$ cat config.mk
export PLATFORM = sky130hd
export DESIGN_NAME = stepper_phase_decoder
export DESIGN_NICKNAME = d
export VERILOG_FILES = /design/src/rtl/stepper_pkg.sv /design/src/rtl/phase_filter.sv /design/src/rtl/stepper_phase_decoder.sv
export SDC_FILE = /design/constraint.sdc
export NUM_CORES = 1
export LEC_CHECK = 0
export BUFFER_PORTS_ARGS = -buffer_cell sky130_fd_sc_hd__buf_2
export CORE_UTILIZATION = 25
export DETAILED_ROUTE_END_ITERATION = 7
export PLACE_DENSITY = 0.47
export SYNTH_ARGS = -nofsm -noshare
export SYNTH_HDL_FRONTEND = slang
export SYNTH_SLANG_ARGS = --single-unit
export TNS_END_PERCENT = 50
$ cat constraint.sdc
create_clock -name clk_100mhz -period 5.1 [get_ports clk_100mhz]
set_input_delay 1.02 -clock clk_100mhz [delete_from_list [all_inputs] [get_ports clk_100mhz]]
set_output_delay 1.02 -clock clk_100mhz [all_outputs]
set_load 0.03 [all_outputs]
$ cat src/rtl/stepper_pkg.sv
// rtl/stepper_pkg.sv - shared phase types, coil pattern table and decode helper
package stepper_pkg;

  typedef logic [1:0] phase_t;

  typedef enum logic [0:0] {
    ACQUIRE = 1'b0,
    TRACK   = 1'b1
  } state_t;

  // Coil words {B-, B+, A-, A+} for phases 0..3, shared with the driver side
  localparam logic [3:0] PHASE_PATTERN [4] = '{4'b0101, 4'b0110, 4'b1010, 4'b1001};

  // Returns {valid, conflict, phase}; only the four table words are valid
  function automatic logic [3:0] pattern_to_phase(input logic [3:0] coil);
    logic   valid;
    logic   conflict;
    phase_t ph;
    conflict = (coil[1:0] == 2'b11) || (coil[3:2] == 2'b11);
    valid    = 1'b0;
    ph       = '0;
    for (int i = 0; i < 4; i++) begin
      if (coil == PHASE_PATTERN[i]) begin
        valid = 1'b1;
        ph    = phase_t'(i);
      end
    end
    return {valid, conflict, ph};
  endfunction

endpackage

$ cat src/rtl/phase_filter.sv
// rtl/phase_filter.sv - 2-flop synchronizer and stability filter for the coil word
module phase_filter #(
  parameter int FILTER_CYCLES = 1000
) (
  input  logic       clk_100mhz,
  input  logic       rst,
  input  logic [3:0] coil_in,
  output logic [3:0] filt,
  output logic       filt_upd
);

  localparam int CNT_W = $clog2(FILTER_CYCLES + 1);
  localparam logic [CNT_W-1:0] CNT_MAX = CNT_W'(FILTER_CYCLES);

  logic [3:0]       sync1;
  logic [3:0]       sync2;
  logic [3:0]       cand;
  logic [CNT_W-1:0] cnt;
  logic [CNT_W-1:0] cnt_next;

  // cnt_next is the number of consecutive cycles sync2 has held its current value
  always_comb begin
    cnt_next = cnt;
    if (sync2 != cand) begin
      cnt_next = CNT_W'(1);
    end else if (cnt != CNT_MAX) begin
      cnt_next = cnt + 1'b1;
    end
  end

  always_ff @(posedge clk_100mhz) begin
    if (rst) begin
      sync1    <= '0;
      sync2    <= '0;
      cand     <= '0;
      cnt      <= '0;
      filt     <= '0;
      filt_upd <= 1'b0;
    end else begin
      sync1    <= coil_in;
      sync2    <= sync1;
      cand     <= sync2;
      cnt      <= cnt_next;
      filt_upd <= 1'b0;
      if ((cnt_next == CNT_MAX) && (sync2 != filt)) begin
        filt     <= sync2;
        filt_upd <= 1'b1;
      end
    end
  end

endmodule

$ cat src/rtl/stepper_phase_decoder.sv
// rtl/stepper_phase_decoder.sv - full-step coil sequence decoder: position, direction, period, errors
module stepper_phase_decoder #(
  parameter int POS_W         = 16,
  parameter int FILTER_CYCLES = 1000,
  parameter int PERIOD_W      = 24,
  parameter int ERR_W         = 8
) (
  input  logic                clk_100mhz,
  input  logic                rst,
  input  logic                en,
  input  logic                zero_pos,
  input  logic [3:0]          coil_in,
  output logic [POS_W-1:0]    position,
  output logic                step_valid,
  output logic                step_dir,
  output logic                skip_err,
  output logic [ERR_W-1:0]    err_count,
  output logic                coil_fault,
  output logic                tracking,
  output logic [1:0]          phase,
  output logic [PERIOD_W-1:0] period_cycles
);

  import stepper_pkg::*;

  logic [3:0]          filt;
  logic                filt_upd;
  logic [3:0]          dec;
  logic                p_valid;
  logic                p_conflict;
  phase_t              p;
  phase_t              delta;
  state_t              state;
  logic [PERIOD_W-1:0] since_ctr;

  phase_filter #(
    .FILTER_CYCLES(FILTER_CYCLES)
  ) u_filter (
    .clk_100mhz(clk_100mhz),
    .rst       (rst),
    .coil_in   (coil_in),
    .filt      (filt),
    .filt_upd  (filt_upd)
  );

  assign dec        = pattern_to_phase(filt);
  assign p_valid    = dec[3];
  assign p_conflict = dec[2];
  assign p          = dec[1:0];
  assign delta      = p - phase;
  assign tracking   = (state == TRACK);

  always_ff @(posedge clk_100mhz) begin
    if (rst) begin
      state         <= ACQUIRE;
      position      <= '0;
      step_valid    <= 1'b0;
      step_dir      <= 1'b0;
      skip_err      <= 1'b0;
      err_count     <= '0;
      coil_fault    <= 1'b0;
      phase         <= '0;
      period_cycles <= '0;
      since_ctr     <= '0;
    end else begin
      step_valid <= 1'b0;
      skip_err   <= 1'b0;
      if (p_conflict) begin
        coil_fault <= 1'b1;
        state      <= ACQUIRE;
        since_ctr  <= '0;
      end else if (state == ACQUIRE) begin
        since_ctr <= '0;
        if (en && p_valid) begin
          state <= TRACK;
          phase <= p;
        end
      end else if (!en) begin
        state     <= ACQUIRE;
        since_ctr <= '0;
      end else begin
        if (since_ctr != '1) begin
          since_ctr <= since_ctr + 1'b1;
        end
        // De-energized words never raise p_valid, so they fall through and hold state
        if (filt_upd && p_valid) begin
          phase <= p;
          case (delta)
            2'd1, 2'd3: begin
              step_valid    <= 1'b1;
              step_dir      <= (delta == 2'd1);
              position      <= (delta == 2'd1) ? position + 1'b1 : position - 1'b1;
              period_cycles <= (since_ctr == '1) ? since_ctr : since_ctr + 1'b1;
              since_ctr     <= '0;
            end
            2'd2: begin
              skip_err <= 1'b1;
              if (err_count != '1) begin
                err_count <= err_count + 1'b1;
              end
            end
            default: begin
            end
          endcase
        end
      end
      // Zero request overrides any step landing in the same cycle
      if (zero_pos) begin
        position <= '0;
      end
    end
  end

endmodule

==> results of run 1 <==
[kinds of logic after synthesis]
group / after synthesis / share of synthesized area (%)
buf+inv: 42 / 3.73
xor+xnor: 55 / 9.14
fa+ha+maj: 24 / 5.84
compound gates: 105 / 14.2
simple gates: 254 / 24.5
mux: 12 / 2.37
flops: 106 / 40.3
[how the worst max path moves through the flow]
| stage | slack [ps] | end | cells past startpoint | start |
|---|---|---|---|---|
| 2_1_floorplan | 1230 | position[14]$_SDFFE_PP0P_ | 16 | u_filter.filt[2]$_SDFFE_PP0P_ |
| 3_3_place_gp | 720 | position[12]$_SDFFE_PP0P_ | 16 | u_filter.filt[3]$_SDFFE_PP0P_ |
| 3_5_place_dp | 690 | position[12]$_SDFFE_PP0P_ | 16 | u_filter.filt[3]$_SDFFE_PP0P_ |
| 4_1_cts | 670 | position[12]$_SDFFE_PP0P_ | 16 | u_filter.filt[3]$_SDFFE_PP0P_ |
| 5_1_grt | 330 | position[12]$_SDFFE_PP0P_ | 16 | u_filter.filt[3]$_SDFFE_PP0P_ |
| 6_report | 740 | position[12]$_SDFFE_PP0P_ | 16 | u_filter.filt[3]$_SDFFE_PP0P_ |
[state kept, by name (all words and copies together), names as in the netlist]
register / cells
period_cycles: 24
coil_fault: 1
err_count: 8
u_filter.filt: 4
u_filter.sync2: 4
tracking: 1
since_ctr: 24
step_dir: 1
position: 16
skip_err: 1
u_filter.filt_upd: 1
phase: 2
u_filter.sync1: 4
u_filter.cand: 4
step_valid: 1
u_filter.cnt: 10
[power by group through the flow]
stage               clock [uW]  combinational, uW  sequential (uW)
floorplan                    0               26.9              855
global placement             0               38.7              857
detailed placement           0               38.2              857
CTS                        728               38.7              837
global route               754               42.8              838
finish                     699               37.2              837
[stage by stage]
stage | power (uW) | hold WS [ps] | instances | util, % | worst slack (ps)
after global routing | 1630 | 457 | 919 | 29.8 | 332
after detailed placement | 895 | 429 | 903 | 28.4 | 691
after CTS | 1600 | 448 | 919 | 29.8 | 669
after floorplan | 882 | 414 | 598 | - | 1230
final | 1570 | 439 | 919 | 29.8 | 736
after global placement | 896 | 427 | 903 | 28.4 | 721
[per-layer routing]
| metal | vias to the layer above | wire, um | GRT usage, % |
|---|---|---|---|
| met2 | 51 | 5740 | 19.9 |
| li1 | 2203 | - | - |
| met5 | - | 0 | 0 |
| met3 | 14 | 383 | 2.89 |
| met4 | 0 | 193 | 3.76 |
| met1 | 1934 | 5830 | 14.3 |
[layout make-up]
| cell class | count | area share [%] |
|---|---|---|
| Clock buffer | 10 | 3.93 |
| Sequential cell | 106 | 34.9 |
| Tap cell | 270 | 5.55 |
| Multi-Input combinational cell | 450 | 48.6 |
| Inverter | 12 | 0.740 |
| Timing Repair Buffer | 65 | 5.47 |
| Clock inverter | 6 | 0.863 |
[layout by cell type, fill, tap and decap left out, drive strengths merged, types with 3 or more instances in the layout]
master	netlist	routed
and2	4	4
inv	12	16
o21ai	22	22
and4	6	6
nand3b	4	4
or3	6	6
nand2b	7	7
and4b	3	3
a211oi	24	24
nor3	11	11
ha	23	23
nand4	8	8
nor2	86	86
or2	5	5
a31oi	7	7
a2111oi	3	3
mux2i	8	8
nor2b	19	19
xnor2	27	27
o211ai	3	3
xor2	28	28
nor4	9	9
nand3	29	29
nand2	42	42
and3	9	9
dfxtp	106	106
clkbuf	14	10
buf	16	65
a21oi	25	25
mux2	4	4
[worst max-delay path: cells and delay by family, from the launching register on]
kind / cells / cell delay (ps)
XOR/XNOR: 1 / 150
AND/OR/NAND/NOR: 8 / 2080
flip-flops: 1 / 470
AO/OA/AOI/OAI: 4 / 840
buffers and inverters: 1 / 100
adder cells (fa/ha/maj): 2 / 650
==> run_results.csv, run 1 <==
group,metric,value,unit
pwr,p_per_area,259,nW/um2
critical_path,ff2ff_setup_slack,740,ps
finish,nFillCells,2235,
timing,maxSlewViolCount,0,
clock_tree,clk_latency,360,ps
critical_path,crit_chain,"nand2b_1, nor3b_1, a31oi_1, ha_1, xor2_1, or3_4, nand2_1, or2_2, inv_1, fa_1, and4b_1, a2111oi_2, o31ai_1, a31oi_1, or4_1, nand3_1",
clock_tree,cts_max_path_buffers,2,
critical_path,cp-end-kind,"flop",
synth,ys_warn_count,0,
floorplan,fp.dieW,147,um
synth,synth_top_cell_area_share,40.3,%
clock_tree,cts_tree,"built",
drt,drtIter0Drc,203,
synth,ys.flop_type,"dfxtp_1",
global_route,grtUsageTotal,11.7,%
pwr,pwr-share-seq,53.2,%
pwr,switchingPower,374,uW
critical_path,cpMostUsedCell,"a31oi_1",
synth,synth.area.top_cells,"dfxtp_1 (40%), nor2_1 (6.1%), ha_1 (5.5%)",
critical_path,cpPeakStageDelay,540,ps
placement,gp_congestion,0.767,
floorplan,dieArea,21700,um2
finish,multi_input_area,2960,um2
clock_tree,clockRootBuffer,"clkbuf_16",
critical_path,cp_slowest_cell,"o31ai_1",
synth,synth_area_per_cell,8.81,um2
pwr,intPower,1200,uW
finish,nets,676,
pwr,share_clk_of_total_power,44.4,%
clock_tree,cts_repair_resize_count,0,
worst_hold_path,hold_start,"u_filter.sync1[2]$_SDFF_PP0_",
finish,n_antenna_cell,0,
drt,wl_per_cell,13.2,um
timing,fin_crit,4360,ps
critical_path,critPathArrivalTime,4660,ps
drt,vias,4202,
global_route,grt_pass1_vias,4135,
timing,final.setup_skew,8.08,ps
pwr,p_sw_share,23.8,%
timing,finalSetupTns,0,ps
synth,synth-edff-count,0,
floorplan,die_h,147,um
floorplan,fp-row-count,52,
critical_path,ff2ff_path_depth,16,
synth,synthMostInstantiatedCell,"dfxtp_1",
critical_path,worstReg2RegStart,"u_filter.filt[3]$_SDFFE_PP0P_",
finish,drive_above_1_share,15.6,%
timing,slew_headroom,40.4,%
clock_tree,cts_sinks,106,
finish,synthToLayoutAreaGrowth,15.5,%
critical_path,critPathKind,"reg -> reg",
synth,synth_nets,630,
drt,routed_wl,12.1,mm
pwr,ir_worst_vdd,0.148,mV
timing,timing_worst_slew_pin_value,894,ps
global_route,grt_pass1_wl,20.4,mm
global_route,gr-total-overflow,0,
synth,synth-seq-area-share,40.3,%
clock_tree,path_clk_slew,70,ps
synth,ys_seq_elements,106,
critical_path,worstPathRequired,5400,ps
worst_hold_path,min_delay_path_depth,1,
timing,finalSetupViolCount,0,
synth,async_flop_share,0,%
critical_path,start_kind,"flop",
floorplan,num_io_pins,63,
job,cap_violations,0,
drt,ant_nets,0,
synth,ys_types,65,
drt,dr.pass1.iters,4,
placement,dpl_cell_area,5790,um2
timing,finalHoldViolCount,0,
drt,remaining_drc_errors,0,
worst_hold_path,min_path_type,"reg -> reg",
placement,dp_hpwl,8.60,mm
timing,rsz0062_at_grt,"false",
pwr,p_comb_share,2.4,%
global_route,grt_max_degree,63,
run_status,status,"complete, no violations",
synth,synth_top_area_cell,"dfxtp_1",
global_route,antenna_found_initial,0,
pwr,p_leak,0.00235,uW
worst_hold_path,hold_end,"u_filter.sync2[2]$_SDFF_PP0_",
clock_tree,cts-htree-levels,3,
clock_tree,postCtsHoldBufs,0,
finish,stdcell_area,6090,um2
timing,clock.fmax,229,MHz
clock_tree,numCtsBuffers,9,
placement,io_buffer_count,62,
critical_path,crit_fanout,19,
synth,syn_area,5270,um2
timing,post-route-period-util,85.6,%
synth,syn_inst,598,
clock_tree,cts_setup_buffers,0,
drt,routed_via_density,4.57,
finish,regArea,2120,um2
floorplan,core,20400,um2
floorplan,start_util,25.8,%
critical_path,r2r-end,"position[12]$_SDFFE_PP0P_",
synth,synth_common_cells,"dfxtp_1 (106), nor2_1 (86), nand2_1 (42)",
Power figures use the tool's default switching activity.
==> run 2, diff against run 1 <==
--- a/config.mk
+++ b/config.mk
@@ -8,8 +8,10 @@
 export BUFFER_PORTS_ARGS = -buffer_cell sky130_fd_sc_hd__buf_2
 export CORE_UTILIZATION = 25
 export DETAILED_ROUTE_END_ITERATION = 7
+export MAX_ROUTING_LAYER = met4
 export PLACE_DENSITY = 0.47
 export SYNTH_ARGS = -nofsm -noshare
 export SYNTH_HDL_FRONTEND = slang
+export SYNTH_HIERARCHICAL = 1
 export SYNTH_SLANG_ARGS = --single-unit
 export TNS_END_PERCENT = 50
==> run 2 against run 1 <==
  * Register-to-register slack improved by 260 ps
  * Synthesized cell count is 0.33% lower
  * Via count increased by 0.98%
  * Die area down 1.0%
  * Critical path depth shrank 3
  * Non-clock buffer count rose by 2
  * Sequential power barely moved
  * Hold slack about the same
  * Global-route usage up 0.47 points
  * Combinational power is 3% higher
  * Largest cell class unchanged
  * Power increased by 1.0%
  * Final cell count increased by 0.54%
==> run_results.csv, run 2 <==
group,metric,value,unit
run_status,status,"complete, no violations",
critical_path,worstReg2RegStart,"u_filter/filt[3]$_SDFFE_PP0P_",
floorplan,num_io_pins,63,
clock_tree,clockRootBuffer,"clkbuf_16",
critical_path,critPathKind,"reg -> reg",
finish,drive_above_1_share,16.8,%
pwr,intPower,1240,uW
critical_path,cpPeakStageDelay,660,ps
placement,dp_hpwl,8.80,mm
timing,timing_worst_slew_pin_value,1030,ps
pwr,switchingPower,351,uW
worst_hold_path,hold_start,"u_filter/sync1[1]$_SDFF_PP0_",
timing,slew_headroom,30.9,%
clock_tree,clk_latency,360,ps
placement,gp_congestion,0.836,
synth,synth_nets,626,
timing,final.setup_skew,9.90,ps
floorplan,core,20400,um2
timing,finalSetupTns,0,ps
critical_path,cp-end-kind,"flop",
job,cap_violations,0,
synth,syn_inst,596,
pwr,pwr-share-seq,52.6,%
synth,synth_area_per_cell,8.75,um2
finish,nFillCells,2176,
finish,fin_util,30.0,%
drt,routed_wl,12.3,mm
clock_tree,cts_repair_resize_count,0,
timing,post-route-period-util,80.5,%
timing,whs,439,ps
critical_path,crit_chain,"nor2b_1, a31oi_1, ha_1, nor4_1, nor2_1, inv_1, fa_1, nand3b_1, a21oi_1, o211ai_1, a21oi_1, nor4_1, a311o_1",
clock_tree,cts-htree-levels,3,
critical_path,critPathTopFamily,"simple AND/OR/NAND/NOR gates",
pwr,p_leak,0.00230,uW
clock_tree,numCtsBuffers,9,
synth,synth_top_cell_area_share,40.7,%
synth,synthMostInstantiatedCell,"dfxtp_1",
drt,remaining_drc_errors,0,
timing,finalSetupViolCount,0,
timing,fin_ws,994,ps
global_route,grtUsageTotal,12.1,%
critical_path,timing.critical_path.buf_inv,1,
pwr,finalPower,1590,uW
worst_hold_path,min_path_type,"reg -> reg",
synth,synth_common_cells,"dfxtp_1 (106), nor2_1 (89), nand2_1 (38)",
global_route,gr-total-overflow,0,
floorplan,dieArea,21400,um2
drt,vias,4243,
finish,n_antenna_cell,0,
synth,ys.flop_type,"dfxtp_1",
clock_tree,postCtsHoldBufs,0,
timing,finalHoldViolCount,0,
clock_tree,cts_tree,"built",
pwr,ir_worst_vdd,0.150,mV
synth,async_flop_share,0,%
critical_path,crit_start,"u_filter/filt[3]$_SDFFE_PP0P_",
critical_path,worstPathRequired,5340,ps
finish,layout_common_cells,"dfxtp_1 (106), nor2_1 (89), buf_2 (62), nand2_1 (38), xnor2_1 (35)",
synth,synth-edff-count,0,
pwr,p_per_area,260,nW/um2
critical_path,critPathArrivalTime,4350,ps
drt,wl_per_cell,13.3,um
synth,ys_seq_elements,106,
timing,rsz0062_at_grt,"false",
global_route,grt_max_degree,62,
clock_tree,cts_sinks,106,
critical_path,cp_slowest_cell,"nor2_1",
floorplan,die_h,146,um
finish,nets,680,
critical_path,crit_fanout,11,
drt,dr.pass1.iters,4,
synth,synth.area.top_cells,"dfxtp_1 (41%), nor2_1 (6.4%), xnor2_1 (5.9%)",
timing,fin_crit,4110,ps
global_route,grt_pass1_vias,3942,
pwr,p_sw_share,22.1,%
synth,syn_area,5210,um2
finish,regArea,2120,um2
finish,layout_commonest_cell,"dfxtp_1",
drt,routed_via_density,4.59,
pwr,p_comb_share,2.4,%
clock_tree,path_clk_slew,70,ps
placement,io_buffer_count,62,
synth,synth_top_area_cell,"dfxtp_1",
synth,ys_types,60,
pwr,share_clk_of_total_power,45.0,%
floorplan,fp.dieW,146,um
finish,reg_top3,"period_cycles x24, since_ctr x24, position x16",
clock_tree,cts_max_path_buffers,2,
drt,ant_nets,0,
floorplan,start_util,25.6,%
timing,clock.fmax,244,MHz
synth,ys_warn_count,6,
clock_tree,cts_setup_buffers,0,
finish,multi_input_area,2930,um2
critical_path,start_kind,"flop",
placement,dp_worst_setup_slack,938,ps
synth,synth-seq-area-share,40.7,%
finish,synthToLayoutAreaGrowth,17.0,%
drt,drtIter0Drc,190,
global_route,grt_pass1_wl,20.2,mm
floorplan,fp-row-count,52,
timing,maxSlewViolCount,0,
global_route,antenna_found_initial,1,
## run 2: cell count changes after synthesis, moves of 5 or more
| cell | delta |
|---|---|
| clkbuf_1 | +7 |
| a21oi_1 | +5 |
| o211ai_1 | +8 |
| xor2_1 | -7 |
| buf_2 | -10 |
| xnor2_1 | +8 |
| inv_1 | +8 |
| nor3_1 | -5 |
| and4_1 | -6 |
| nand4_1 | +7 |
## run 2: per-layer routing
metal | GRT usage, % | share of wire, %
met1 | 16.4 | 53
met2 | 17.8 | 43
met4 | 4.69 | 1.5
met5 | - | 0
met3 | 2.31 | 2.6
## run 2: path summary, 6_finish.rpt
kind	end	slack (ps)	cells past startpoint
max reg2reg	position[14]$_SDFFE_PP0P_	990	13
min reg2reg	u_filter/sync2[1]$_SDFF_PP0_	440	1
max	position[14]$_SDFFE_PP0P_	990	13
min	u_filter/sync2[1]$_SDFF_PP0_	440	1
## run 2: worst reg2reg max path: stages (launching register included)
cell      delay, ps
dfxtp_1         480
nor2b_1         320
a31oi_1         160
ha_1            440
nor4_1           90
nor2_1          660
inv_1           170
fa_1            450
nand3b_1        190
a21oi_1         260
o211ai_1        170
a21oi_1         260
nor4_1           90
a311o_1         270
## run 2: final cells by class
cell class                      instances  area share [%]
Multi-Input combinational cell        446            47.9
Sequential cell                       106            34.8
Timing Repair Buffer                   67            5.70
Tap cell                              270            5.54
Clock buffer                           11            3.98
Inverter                               20            1.23
Clock inverter                          4           0.841
## run 2: metrics by stage
| stage | instance area, um2 | instances |
|---|---|---|
| floorplan | 5210 | 596 |
| global placement | 5810 | 909 |
| detailed placement | 5810 | 909 |
| CTS | 6100 | 924 |
| global route | 6100 | 924 |
| finish | 6100 | 924 |
## run 2: power by group through the flow
stage | registers, uW | logic (uW) | clock network, uW
floorplan | 855 | 26.1 | 0
global placement | 856 | 39.1 | 0
detailed placement | 856 | 39.2 | 0
CTS | 836 | 39.3 | 742
global route | 837 | 43.0 | 777
finish | 836 | 38.2 | 715
## run 2: cell families after synthesis
family,count (synthesis),share of synthesized area (%)
xor gates and xnor gates,57,9.72
AOI/OAI and AO/OA,109,13.9
adders and majority gates,22,5.42
DFF,106,40.7
muxes,11,2.21
buffers and inverters,44,3.36
and+or+nand+nor,247,24.7
